### config.mk
export PLATFORM = sky130hd
export DESIGN_NAME = axi_dma_rd_sched
export DESIGN_NICKNAME = d
export VERILOG_FILES = /design/src/rtl/axi_dma_rd_sched.sv
export SDC_FILE = /design/constraint.sdc
export NUM_CORES = 1
export LEC_CHECK = 0
export ABC_AREA = 1
export BUFFER_PORTS_ARGS = -buffer_cell sky130_fd_sc_hd__buf_2
export CORE_MARGIN = 2
export CORE_UTILIZATION = 30
export DETAILED_ROUTE_END_ITERATION = 8
export HOLD_SLACK_MARGIN = 0.02
export PLACE_DENSITY = 0.64
export SYNTH_ARGS = -nofsm -noshare
export SYNTH_HDL_FRONTEND = slang
export SYNTH_SLANG_ARGS = --single-unit
### constraint.sdc
create_clock -name clk -period 2.6 [get_ports clk]
set_clock_uncertainty 0.05 [all_clocks]
set_input_delay 0 -clock clk [delete_from_list [all_inputs] [get_ports clk]]
set_output_delay 0 -clock clk [all_outputs]
set_load 0.1 [all_outputs]
### src/rtl/axi_dma_rd_sched.sv
// axi_dma_rd_sched: round-robin sharing of one DMA read engine among NUM_REQ requesters.
// Define AXI_DMA_RD_SCHED_STATS_EN to add per-requester completion counters on stat_cnt.
module axi_dma_rd_sched #(
  parameter int NUM_REQ        = 4,
  parameter int AXI_ADDR_WIDTH = 32,
  parameter int LEN_WIDTH      = 9,
  parameter int DATA_WIDTH     = 32
) (
  input  logic                              clk,
  input  logic                              rst,
  input  logic [NUM_REQ*AXI_ADDR_WIDTH-1:0] req_addr,
  input  logic [NUM_REQ*LEN_WIDTH-1:0]      req_len,
  input  logic [NUM_REQ-1:0]                req_valid,
  output logic [NUM_REQ-1:0]                req_ready,
  output logic [NUM_REQ-1:0]                req_done,
  output logic [DATA_WIDTH-1:0]             rd_tdata,
  output logic                              rd_tlast,
  output logic [NUM_REQ-1:0]                rd_tvalid,
  input  logic [NUM_REQ-1:0]                rd_tready,
  output logic [AXI_ADDR_WIDTH-1:0]         dma_desc_addr,
  output logic [LEN_WIDTH-1:0]              dma_desc_len,
  output logic                              dma_desc_valid,
  input  logic                              dma_desc_ready,
  input  logic                              dma_status_valid,
  input  logic [DATA_WIDTH-1:0]             dma_tdata,
  input  logic                              dma_tvalid,
  input  logic                              dma_tlast,
  output logic                              dma_tready
`ifdef AXI_DMA_RD_SCHED_STATS_EN
  ,
  output logic [NUM_REQ*16-1:0]             stat_cnt
`endif
);
  localparam int PW = $clog2(NUM_REQ);
  typedef enum logic [1:0] {IDLE, ISSUE, XFER} state_t;
  state_t                    state;
  logic [PW-1:0]             rr_ptr, grant, win;
  logic [NUM_REQ-1:0]        done;
  logic [AXI_ADDR_WIDTH-1:0] addr_q;
  logic [LEN_WIDTH-1:0]      len_q;
  logic                      last_seen, stat_seen, xfer, accept, last_all, stat_all;
  // Scan downward so the lowest offset from rr_ptr is the last (winning) assignment.
  always_comb begin
    win = rr_ptr;
    for (int i = NUM_REQ - 1; i >= 0; i--)
      if (req_valid[PW'((int'(rr_ptr) + i) % NUM_REQ)]) win = PW'((int'(rr_ptr) + i) % NUM_REQ);
  end
  // Arbitration is held off while a completion pulse is still showing.
  assign accept         = (state == IDLE) && !(|done) && (|req_valid) && !rst;
  assign req_ready      = accept ? NUM_REQ'(1) << win : '0;
  assign req_done       = done;
  assign xfer           = (state == XFER);
  assign dma_tready     = xfer & rd_tready[grant];
  assign rd_tvalid      = xfer ? NUM_REQ'(dma_tvalid) << grant : '0;
  assign rd_tdata       = xfer ? dma_tdata : '0;
  assign rd_tlast       = xfer & dma_tlast;
  assign dma_desc_valid = (state == ISSUE);
  assign dma_desc_addr  = addr_q;
  assign dma_desc_len   = len_q;
  assign last_all       = last_seen | (dma_tvalid & dma_tready & dma_tlast);
  assign stat_all       = stat_seen | (xfer & dma_status_valid);
  always_ff @(posedge clk or posedge rst) begin
    if (rst) begin
      state     <= IDLE;
      rr_ptr    <= '0;
      grant     <= '0;
      addr_q    <= '0;
      len_q     <= '0;
      done      <= '0;
      last_seen <= 1'b0;
      stat_seen <= 1'b0;
    end else begin
      done <= '0;
      case (state)
        IDLE: if (accept) begin
          grant  <= win;
          addr_q <= req_addr[int'(win)*AXI_ADDR_WIDTH +: AXI_ADDR_WIDTH];
          len_q  <= req_len[int'(win)*LEN_WIDTH +: LEN_WIDTH];
          rr_ptr <= (win == PW'(NUM_REQ - 1)) ? '0 : win + 1'b1;
          if (req_len[int'(win)*LEN_WIDTH +: LEN_WIDTH] == '0) done <= NUM_REQ'(1) << win;
          else state <= ISSUE;
        end
        ISSUE: if (dma_desc_ready) state <= XFER;
        XFER: if (last_all && stat_all) begin
          done      <= NUM_REQ'(1) << grant;
          last_seen <= 1'b0;
          stat_seen <= 1'b0;
          state     <= IDLE;
        end else begin
          last_seen <= last_all;
          stat_seen <= stat_all;
        end
        default: state <= IDLE;
      endcase
    end
  end
`ifdef AXI_DMA_RD_SCHED_STATS_EN
  always_ff @(posedge clk or posedge rst) begin
    if (rst) stat_cnt <= '0;
    else
      for (int i = 0; i < NUM_REQ; i++)
        if (done[i]) stat_cnt[i*16 +: 16] <= stat_cnt[i*16 +: 16] + 16'd1;
  end
`endif
endmodule

# Word-level counts from Yosys, hierarchy flattened
# Cells that the tools add are included.
[totals]
regBits = 53
latchBits = 0
wordCells = 82
output_inout_bits = 88
romBits = 0
in_bits = 210
mem_count = 0
mem_bits_rw = 0
[classes]
div = 0
n_reduce_logical = 12
n_lt_le_gt_ge = 5
n_eq_ne = 7
n_mul = 1
n_mux = 33
n_shift = 5
bitwise = 7
addsub = 4
[ops]
columns = ["op", "n"]
rows = [
  ["128-bit by 8-bit indexed part select with 32-bit output", 1],
  ["36-bit by 7-bit indexed part select with 9-bit output", 1],
  ["32-bit 2-to-1 mux", 1],
  ["4-bit 2-to-1 mux", 5],
  ["2-bit 2-to-1 mux", 9],
  ["2-bit by 4-bit < comparator with 1-bit output, second input constant", 4],
  ["1-bit 2-to-1 mux", 11],
  ["1-bit binary-select mux with 2-bit select", 5],
  ["9-bit zero test", 1],
  ["4-bit case mux with 2 select lines", 1],
  ["4-bit OR reduction", 2],
  ["1-bit by 2-bit << shifter with 4-bit output, first input constant", 2],
  ["2-bit by 4-bit multiplier with 6-bit output, second input constant", 1],
  ["2-bit case mux with 3 select lines", 1],
  ["1-bit AND", 5],
  ["2-bit by 1-bit adder with 2-bit output, second input constant", 2],
  ["2-bit adder, second input constant", 2],
  ["2-bit == test, second input constant", 2],
  ["1-bit logical AND", 4],
  ["2-bit by 1-bit inequality test with 1-bit output, second input constant", 2],
  ["2-bit inequality test, second input constant", 2],
  ["4-bit AND reduction", 1],
  ["1-bit by 2-bit << shifter with 4-bit output", 1],
  ["2-bit by 3-bit < comparator with 1-bit output, second input constant", 1],
  ["other kinds (5)", 7],
]

# Logic depth before layout (Yosys ltp)
# Gate-level depths: netlist (run 1).
[depth]
ltp_word = 14
mapped_depth = 20
mapped_depth_nobuf = 19

# Worst setup path before layout (run 1)
# Ideal clock, no wire load.
[synth_timing]
path_type = "register -> register"
from = "reg done[1], in the netlist req_done[1]"
to = "reg done[0], in the netlist req_done[0]"
setup_time_ps = 71
period_less_slack_ps = 3414
setup_slack_ps = -814
required_ps = 2479
path_buffers = 1
stages_incl_launch_ff = 9
arrival_time_ps = 3293
path_cell_list = "dfrtp_1 -> nor4_1 -> inv_1 -> nor3_2 -> inv_1 -> clkbuf_1 -> nor2_1 -> nand4_1 -> nand2_1"
[synth_between]
elab_chain_len = 7
[synth_rtl]
columns = ["element", "line_no", "text"]
rows = [
  ["from (decl)", "38", "logic [NUM_REQ-1:0] done;"],
  ["from (signal assigned)", "85", "done <= NUM_REQ'(1) << grant;"],
  ["4-bit OR reduction", "49", "assign accept = (state == IDLE) && !(|done) && (|req_valid) && !rst;"],
  ["1-bit zero test", "49", ""],
  ["1-bit logical AND (3 in a row)", "49", ""],
  ["4-bit 2-to-1 mux", "75", "IDLE: if (accept) begin"],
  ["4-bit case mux with 2 select lines", "74", "case (state)"],
]
# No other way between the ends.
# A chain may end at the register's enable or synchronous reset.

# Worst setup path in the final report (run 1)
[layout_timing]
from = "reg rr_ptr[0]"
to = "out req_ready[3]"
[layout_between]
elab_chain_len = 10
word_cells_on_any_way = 21
cone_classes = "add/sub (3); shift (1); mux (17)"
[layout_rtl]
columns = ["element", "line_no", "text"]
rows = [
  ["from (decl)", "37", "logic [PW-1:0] rr_ptr, grant, win;"],
  ["from (signal assigned)", "79", "rr_ptr <= (win == PW'(NUM_REQ - 1)) ? '0 : win + 1'b1;"],
  ["2-bit adder", "46", "if (req_valid[PW'((int'(rr_ptr) + i) % NUM_REQ)]) win = PW'((int'(rr_ptr) + i) % NUM_REQ);"],
  ["1-bit binary-select mux with 2-bit select", "46", ""],
  ["1-bit 2-to-1 mux (implied by the code) (2 in a row)", "46", ""],
  ["2-bit 2-to-1 mux (3 in a row)", "46", ""],
  ["2-bit 2-to-1 mux *", "46", ""],
  ["1-bit by 2-bit << shifter with 4-bit output *", "50", "assign req_ready = accept ? NUM_REQ'(1) << win : '0;"],
  ["4-bit 2-to-1 mux *", "50", ""],
  ["to (decl)", "14", "output logic [NUM_REQ-1:0] req_ready,"],
]
# Mark *: on every way between the ends. The rest lies on a longest branch, timed or not. The select of a mux whose other input is x is not followed.

==> results of run 1 <==
==> cell usage after synthesis, types with 2 or more instances <==
library cell / n / area [µm²]
o21ai_0: 17 / 85.1
a21oi_1: 4 / 20.0
nor4_1: 2 / 12.5
nand2_4: 3 / 33.8
inv_2: 5 / 18.8
ha_1: 4 / 50.1
dfrtp_1: 53 / 1330
a41oi_1: 11 / 96.3
a31oi_1: 21 / 131
o21ai_1: 8 / 40.0
inv_1: 61 / 229
nor3_1: 5 / 25.0
nor2_1: 47 / 176
nand4_1: 15 / 93.8
a22o_1: 22 / 193
clkbuf_1: 14 / 52.6
nand3_1: 55 / 275
buf_4: 4 / 30.0
nand2_2: 5 / 31.3
buf_6: 3 / 33.8
nand2_1: 224 / 841
nand3b_1: 2 / 15.0
nor2_2: 2 / 12.5
buf_2: 19 / 95.1
==> flip-flops by register name, indices dropped and copies added (netlist names) <==
name           flops
rr_ptr             2
req_done           4
dma_desc_addr     32
dma_desc_len       9
state              2
stat_seen          1
last_seen          1
grant              2
==> cell type report <==
type,instances,area [µm²],share of cell area [%]
repair buffers,383,2420,36.4
multi-input cells,453,2260,34.0
flip-flops and latches,53,1330,20.0
inverters,68,263,3.95
well taps,176,220,3.31
clock buffers,6,139,2.09
clock inverters,2,13.8,0.207
diodes,1,2.50,0.0376
==> cell families after synthesis <==
kind of cell,Yosys count
AND/OR/NAND/NOR,363
buffers and inverters,108
AO/OA/AOI/OAI,85
flip-flops,53
adder cells (fa/ha/maj),4
==> worst max-delay path: stages (launching register included) <==
cell,delay (ns)
dfrtp_2,0.47
buf_2,0.20
nand2_1,0.10
nand3_1,0.09
nand2_1,0.09
inv_2,0.04
nand2_2,0.06
nand2_4,0.06
nand2_2,0.07
nand2_4,0.09
nand2_8,0.13
buf_16,0.17
ha_1,0.15
inv_1,0.06
nor2_4,0.13
buf_12,0.18
==> repair_timing <==
action                                  CTS  global route
hold endpoints to repair                 47             0
cloned                                    0             3
resized for setup                         1             7
buffers inserted                          0             4
pin swaps                                 0             2
endpoints found under the setup margin    1             8
hold buffers                             63             0
==> per-stage QoR <==
step | instance area [µm²] | util, % | setup slack (ns)
final | 6650 | 50.8 | 0.154
after global routing | 6650 | 50.8 | -0.00472
after CTS | 6520 | 49.9 | 0.0449
after detailed placement | 5740 | 43.9 | 0.0834
after global placement | 5740 | 43.9 | 0.128
after floorplan | 4030 | - | -0.263
==> final timing paths <==
| path | from | to | cells after the start |
|---|---|---|---|
| max | rr_ptr[0] | req_ready[3] | 15 |
| max reg2reg | rr_ptr[0] | state[0] | 17 |
| min | dma_tvalid | stat_seen | 4 |
| min in group asynchronous | rst | state[1] | 3 |
| min reg2reg | dma_desc_len[8] | dma_desc_len[8] | 2 |
| max in group asynchronous | rst | req_done[0] | 4 |
==> routing by layer <==
layer / wire (µm) / share of wire [%]
met5: 0 / 0
met2: 8540 / 50
met4: 688 / 4.0
met1: 6670 / 39
met3: 1310 / 7.6
==> impl_metrics.yaml, run 1 <==
critical_path:
  worst_setup_path_end_kind: "output pin"
  critPathArrivalTime_ns: 2.40
  ff2ff_setup_slack_ns: 0.20
  criticalPathCategory: "flip-flop to output pin"
  startpoint_type: "flip-flop"
  required_ns: 2.55
  crit_fanout: 24
cts:
  tritoncts: "built"
  htree_levels: 2
  max-clock-path-buffers: 2
  cts_root_buffer: "clkbuf_16"
  clkTransAtPathRegs_ns: 0.07
  worstSkewPairLatency_ns: 0.29
  cts_buffers: 5
  cts_sinks: 53
finish:
  fin_nets: 1178
  layout_common_cells: "buf_2 (294), nand2_1 (224), dlygate4sd3_1 (63)"
  final_cells: 1142
  fill_cells: 1289
  areaGrowthSynthToFinish_pct: 66.8
  layout_commonest_cell: "buf_2"
  drive_gt1_share_pct: 37.3
sta:
  slew_headroom_pct: 40.3
  timing.fmax_mhz: 409
  finalHoldViolations: 0
  tightest_slew_ns: 0.895
  setup_viol: 0
  tns_ns: 0
  period_share_pct: 94.1
  post-route-min-period_ns: 2.45
  maxSlewViolCount: 0
  whs_ns: 0.0280
global_route:
  gr-usage-met2_pct: 39.8
  met3_usage_pct: 3.74
  antenna_found_initial: 1
  grt_pass1_vias: 5274
  grt_util_met1_pct: 25.9
  grt_usage_pct: 22.1
  grt_pass1_wl_um: 25400
  top_usage_layer: "met2"
  grt_overflow: 0
  grt_max_degree: 64
logic_synthesis:
  async_reset_ff_share_pct: 100
  synth_compound_area_share_pct: 14.7
  ys_seq_area_share_pct: 33.3
  ys_seq_elements: 53
  synth_xor_area_share_pct: 0
  yosysWarnings: 0
  synth_adder_area_share_pct: 1.26
  synthCells: 613
  synth_nets: 827
  synth_top_family_by_area: "simple AND/OR/NAND/NOR gates"
  synth_edf_count: 0
  syn_avg_cell_area_um2: 6.51
  synth_top_flop_cell: "dfrtp_1"
  ys_types: 31
  synthMuxAreaShare_pct: 0
  synth_area_mm2: 0.00399
  yosys.area_share.simple_pct: 39.0
place:
  portBuffers: 297
  placed_cells: 1063
  hpwl_um: 11900
  place_congestion: 0.937
route:
  viasPerCell: 4.91
  vias: 5612
  drc_errors: 0
  wl_per_cell_um: 15.1
  drt-initial-drc-count: 396
  wirelength_um: 17200
  drt-pass1-iter-count: 5
  drtAntennaViolNets: 0
die:
  coreArea_mm2: 0.0131
  rows: 42
  die_h_um: 119
  fp.dieW_um: 119
  io-pin-count: 298
  dieArea_mm2: 0.0142
  start_util_pct: 30.5
outcome:
  status: "completed"
hold_path:
  worstHoldPathType: "input pin to flip-flop"
flow_run:
  maxCapViolCount: 0
Power of run 1 is not shown: default switching activity piles up to over one toggle a cycle in this logic, so the estimate is an artifact.
==> inputs of run 2 (changes only) <==
--- a/constraint.sdc
+++ b/constraint.sdc
@@ -3,3 +3,3 @@
 set_input_delay 0 -clock clk [delete_from_list [all_inputs] [get_ports clk]]
 set_output_delay 0 -clock clk [all_outputs]
-set_load 0.1 [all_outputs]
+set_load 0.005 [all_outputs]
==> run 2 against run 1 <==
  * Die area did not move
  * Highest routed layer unchanged
  * Hold slack got worse by 0.012 ns
  * Maximum frequency rose by 1.8%
==> impl_metrics.yaml, run 2 (synthesis gave the netlist of run 1 again) <==
outcome:
  status: "completed"
hold_path:
  worstHoldPathCells: 4
  hold_path_end: "dma_desc_addr[31]"
  hp-start: "req_addr[95]"
  worstHoldPathType: "input pin to flip-flop"
cts:
  cts_root_buffer: "clkbuf_16"
  htree_levels: 2
  tritoncts: "built"
  cts_sinks: 53
  cts_buffers: 5
  clkTransAtPathRegs_ns: 0.07
  max-clock-path-buffers: 2
  worstSkewPairLatency_ns: 0.29
finish:
  largest_reg_flops: 32
  layout_commonest_cell: "buf_2"
  areaGrowthSynthToFinish_pct: 60.2
  fin_util_pct: 48.8
  final_cells: 1128
  drive_gt1_share_pct: 36.2
  layout_common_cells: "buf_2 (298), nand2_1 (223), inv_1 (60)"
  stdcell_area_mm2: 0.00639
  antennaDiodeCount: 0
  fill_cells: 1308
  fin_nets: 1166
sta:
  post-route-min-period_ns: 2.40
  tns_ns: 0
  slew_headroom_pct: 51.0
  maxSlewViolCount: 0
  tightest_slew_ns: 0.734
  period_share_pct: 92.4
  setup_viol: 0
  timing.fmax_mhz: 416
  finalHoldViolations: 0
critical_path:
  slowest_stage: "dfrtp_2"
  cp_top_family: "simple AND/OR/NAND/NOR gates"
  cp_cell_sequence: "buf_2 -> nand2_1 -> nand3_1 -> nand2_1 -> inv_2 -> nand2_2 -> nand2_4 -> nand2_2 -> nand2_8 -> nand2_4 -> buf_8 -> ha_1 -> inv_1 -> nor2_1 -> buf_2"
  worst_setup_path_end_kind: "output pin"
  critPathMaxStageDelay_ns: 0.47
  required_ns: 2.55
  startpoint_type: "flip-flop"
  criticalPathCategory: "flip-flop to output pin"
  crit_buf_inv: 5
  rr_startpoint: "rr_ptr[0]"
  crit_fanout: 22
  critPathArrivalTime_ns: 2.35
  r2r_end: "state[0]"
  rr_worst_depth: 19
  ff2ff_setup_slack_ns: 0.22
global_route:
  grt_pass1_wl_um: 25300
  grt_pass1_vias: 5300
  grt_overflow: 0
  grt_usage_pct: 21.9
  antenna_found_initial: 0
  grt_max_degree: 66
die:
  rows: 42
  start_util_pct: 30.5
  fp.dieW_um: 119
  io-pin-count: 298
  coreArea_mm2: 0.0131
  die_h_um: 119
  dieArea_mm2: 0.0142
place:
  place_congestion: 0.905
  place_area_mm2: 0.00562
  portBuffers: 297
  placed_cells: 1062
  hpwl_um: 11700
route:
  wirelength_um: 16100
  vias: 5402
  drc_errors: 0
  wl_per_cell_um: 14.3
  drt-initial-drc-count: 295
  drt-pass1-iter-count: 5
  drtAntennaViolNets: 0
  viasPerCell: 4.79
flow_run:
  maxCapViolCount: 0
pwr:
  finalPower_uw: 7710
  powerDensity_mw_per_mm2: 1210
  ir_worst_vdd_mv: 0.919
  p_leak_uw: 0.00364
## run 2: worst max path at each step
stage / slack, ns / start / cells past startpoint / endpoint
finish: 0.20 / rr_ptr[0] / 15 / req_ready[3]
detailed placement: 0.08 / rr_ptr[0] / 18 / state[0]
floorplan: 0.46 / rr_ptr[0] / 19 / req_done[0]
global placement: 0.11 / rr_ptr[0] / 18 / state[0]
global route: -0.005 / rr_ptr[0] / 19 / state[0]
CTS: 0.01 / rr_ptr[0] / 15 / req_ready[3]
## run 2: what timing repair did
| item | in CTS | in global routing |
|---|---|---|
| resized for setup | 0 | 10 |
| hold buffers | 57 | 0 |
| setup buffers | 0 | 2 |
| setup endpoints to repair | 0 | 38 |
| hold endpoints to repair | 61 | 0 |
## run 2: layer usage
metal	wire length (µm)	vias to the layer above	part of all wire (%)	global-route usage [%]
met5	0	-	0	0
met4	489	0	3.0	7.79
met2	8200	282	51	41.1
li1	-	2669	-	-
met3	1180	47	7.3	3.93
met1	6270	2404	39	24.6
## run 2: through the flow
stage | hold slack, ns | setup WS, ns
finish | 0.0157 | 0.198
global route | 0.0301 | -0.00490
CTS | 0.0202 | 0.0110
detailed placement | 0.148 | 0.0753
global placement | 0.148 | 0.106
floorplan | 0.0207 | 0.461
## run 2: power breakdown
group / internal, µW / switching [µW]
clock network: 379 / 309
logic: 2030 / 3530
registers: 1210 / 256
total: 3620 / 4090
## run 2: cell type report
type / count / area, µm² / share of cell area, %
repair buffers: 372 / 2220 / 34.7
flip-flops and latches: 53 / 1330 / 20.8
inverters: 68 / 260 / 4.07
well taps: 176 / 220 / 3.45
multi-input cells: 452 / 2220 / 34.7
clock inverters: 1 / 7.51 / 0.118
clock buffers: 6 / 139 / 2.17
## run 2: worst min-delay path: stages
cell	delay [ns]
buf_2	0.08
nand2_1	0.04
nand3_1	0.07
a22o_1	0.13
No activity file was read; power rests on OpenSTA's default activity.
==> inputs of run 3 (changes only) <==
PLACE_DENSITY = unset   (was 0.64)
PLACE_DENSITY_LB_ADDON = 0.1   (was unset)
clock period = 3 ns   (was 2.6 ns; I/O delays follow)
==> run 3 against run 2 <==
  * Cell count about the same
  * Sequential share of layout area increased by 0.10 points
  * Count of clock-buffer cells in the layout increased by 2
  * Clock power decreased by 17%
  * Die area unchanged
  * Total power decreased by 16%
  * Flip-flop and latch count unchanged
  * Core utilization decreased by 0.24 points
  * Combinational power decreased by 16%
  * Critical path type is now flip-flop to flip-flop
  * Critical endpoint is now dma_desc_addr[15]
  * Highest routed layer unchanged
==> impl_metrics.yaml, run 3 (synthesis gave the netlist of run 1 again) <==
global_route:
  grt_max_degree: 43
  grt_usage_pct: 21.6
  grt_overflow: 0
  grt_pass1_wl_um: 25100
  gr-usage-met2_pct: 39.1
  grt_pass1_vias: 5339
  met3_usage_pct: 4.26
  top_usage_layer: "met2"
  antenna_found_initial: 0
  grt_util_met1_pct: 25.4
finish:
  antennaDiodeCount: 0
  largest_reg_flops: 32
  layout_common_cells: "buf_2 (297), nand2_1 (222), inv_1 (60), dlygate4sd3_1 (60), nand3_1 (55)"
  fin_nets: 1166
  fill_cells: 1318
  areaGrowthSynthToFinish_pct: 59.4
  seq_area_mm2: 0.00133
  drive_gt1_share_pct: 35.8
  multiInputGateArea_mm2: 0.00222
  fin_util_pct: 48.6
  layout_commonest_cell: "buf_2"
route:
  wl_per_cell_um: 13.8
  viasPerCell: 4.82
  drt-pass1-iter-count: 5
  drtAntennaViolNets: 0
  vias: 5442
  drt-initial-drc-count: 248
  wirelength_um: 15600
  drc_errors: 0
pwr:
  combPwrFrac_pct: 71.6
  internal_power_uw: 3050
  switching_share_pct: 53.1
  netSwitchingPower_uw: 3450
  p_seq_share_pct: 19.7
  p_clk_share_pct: 8.8
  p_leak_uw: 0.00363
  powerDensity_mw_per_mm2: 1020
  ir_worst_vdd_mv: 0.391
critical_path:
  startpoint_type: "flip-flop"
  crit_fanout: 27
  cp_cell_sequence: "inv_6 -> nand2_1 -> nand3_1 -> nand2_1 -> inv_2 -> nand2_2 -> nand2_4 -> nand2_2 -> nand2_4 -> nand2_8 -> inv_2 -> buf_4 -> nand2_1 -> nand3_1 -> dlygate4sd3_1 -> a22o_1"
  cpMostUsedCell: "nand2_1"
  worst_setup_path_end_kind: "flip-flop"
  critPathArrivalTime_ns: 2.88
  criticalPathCategory: "flip-flop to flip-flop"
  required_ns: 3.13
  critPathMaxStageDelay_ns: 0.56
  slowest_stage: "dlygate4sd3_1"
sta:
  tightest_slew_ns: 0.881
  setup_viol: 0
  rsz0062_at_grt: "no"
  whs_ns: 0.0188
  maxSlewViolCount: 0
  tns_ns: 0
  finalHoldViolations: 0
  timing.fmax_mhz: 364
  period_share_pct: 91.7
  slew_headroom_pct: 41.2
  post-route-min-period_ns: 2.75
flow_run:
  maxCapViolCount: 0
place:
  hpwl_um: 11800
  place_congestion: 0.927
  portBuffers: 297
hold_path:
  worstHoldPathType: "input pin to flip-flop"
cts:
  cts_sinks: 53
  cts_buffers: 5
  max-clock-path-buffers: 2
  htree_levels: 2
  tritoncts: "built"
  clkTransAtPathRegs_ns: 0.07
  worstSkewPairLatency_ns: 0.29
  cts_root_buffer: "clkbuf_16"
die:
  die_h_um: 119
  coreArea_mm2: 0.0131
  start_util_pct: 30.5
  dieArea_mm2: 0.0142
  io-pin-count: 298
  fp.dieW_um: 119
  rows: 42
outcome:
  status: "completed"
[run 3: cell types whose count changed in the layout (fill, tap and decap cells not counted), sizes merged]
cell / before / now
dlygate4sd3: 57 / 60
nand2: 232 / 233
clkinvlp: 1 / 0
buf: 315 / 311
clkbuf: 6 / 8
[run 3: per-layer routing]
layer | share of wire [%] | vias to the layer above
li1 | - | 2669
met1 | 41 | 2452
met2 | 49 | 283
met3 | 7.8 | 38
met4 | 2.5 | 0
met5 | 0 | -
[run 3: final timing paths]
check	from	to	slack, ns	cells past startpoint
min in group asynchronous	rst	dma_desc_len[6]	0.36	3
max in group asynchronous	rst	dma_desc_addr[12]	1.80	4
setup / recovery	rr_ptr[0]	dma_desc_addr[15]	0.25	16
hold / removal	req_addr[116]	dma_desc_addr[20]	0.02	4
setup reg to reg	rr_ptr[0]	dma_desc_addr[15]	0.25	16
hold reg to reg	dma_desc_len[3]	dma_desc_len[3]	0.43	2
[run 3: cell type report]
class / count / share of cell area [%]
clock buffer: 8 / 2.15
inverter: 68 / 4.09
multi-input combinational: 453 / 34.9
sequential: 53 / 20.9
tap: 176 / 3.46
timing repair buffer: 371 / 34.5
[run 3: through the flow]
step / cell area, µm² / std cells / total power, µW / worst slack, ns
2_1_floorplan: 3990 / 613 / 4550 / 0.861
3_3_place_gp: 5580 / 1058 / 5730 / 0.481
3_5_place_dp: 5580 / 1058 / 5790 / 0.315
4_1_cts: 6320 / 1126 / 6460 / 0.0184
5_1_grt: 6360 / 1129 / 7210 / 0.00487
6_report: 6360 / 1129 / 6500 / 0.250
[run 3: power by group through the flow]
stage                     sequential (µW)  clock [µW]  combinational (µW)
after floorplan                      1250           0                3300
after global placement               1280           0                4450
after detailed placement             1270           0                4520
after CTS                            1270         581                4610
after global routing                 1320         612                5270
final                                1280         570                4650
[run 3: repair_timing]
action,in CTS,in global routing
endpoints found under the setup margin,0,7
hold buffers,60,0
setup buffers,0,2
gates resized for setup,0,3
endpoints found under the hold margin,66,0
[run 3: critical path, delay by kind of cell, from the launching register on]
| kind | cells | cell delay (ns) |
|---|---|---|
| and+or+nand+nor | 10 | 0.90 |
| DFF | 1 | 0.53 |
| buffers and inverters | 5 | 0.95 |
| AOI/OAI and AO/OA | 1 | 0.19 |
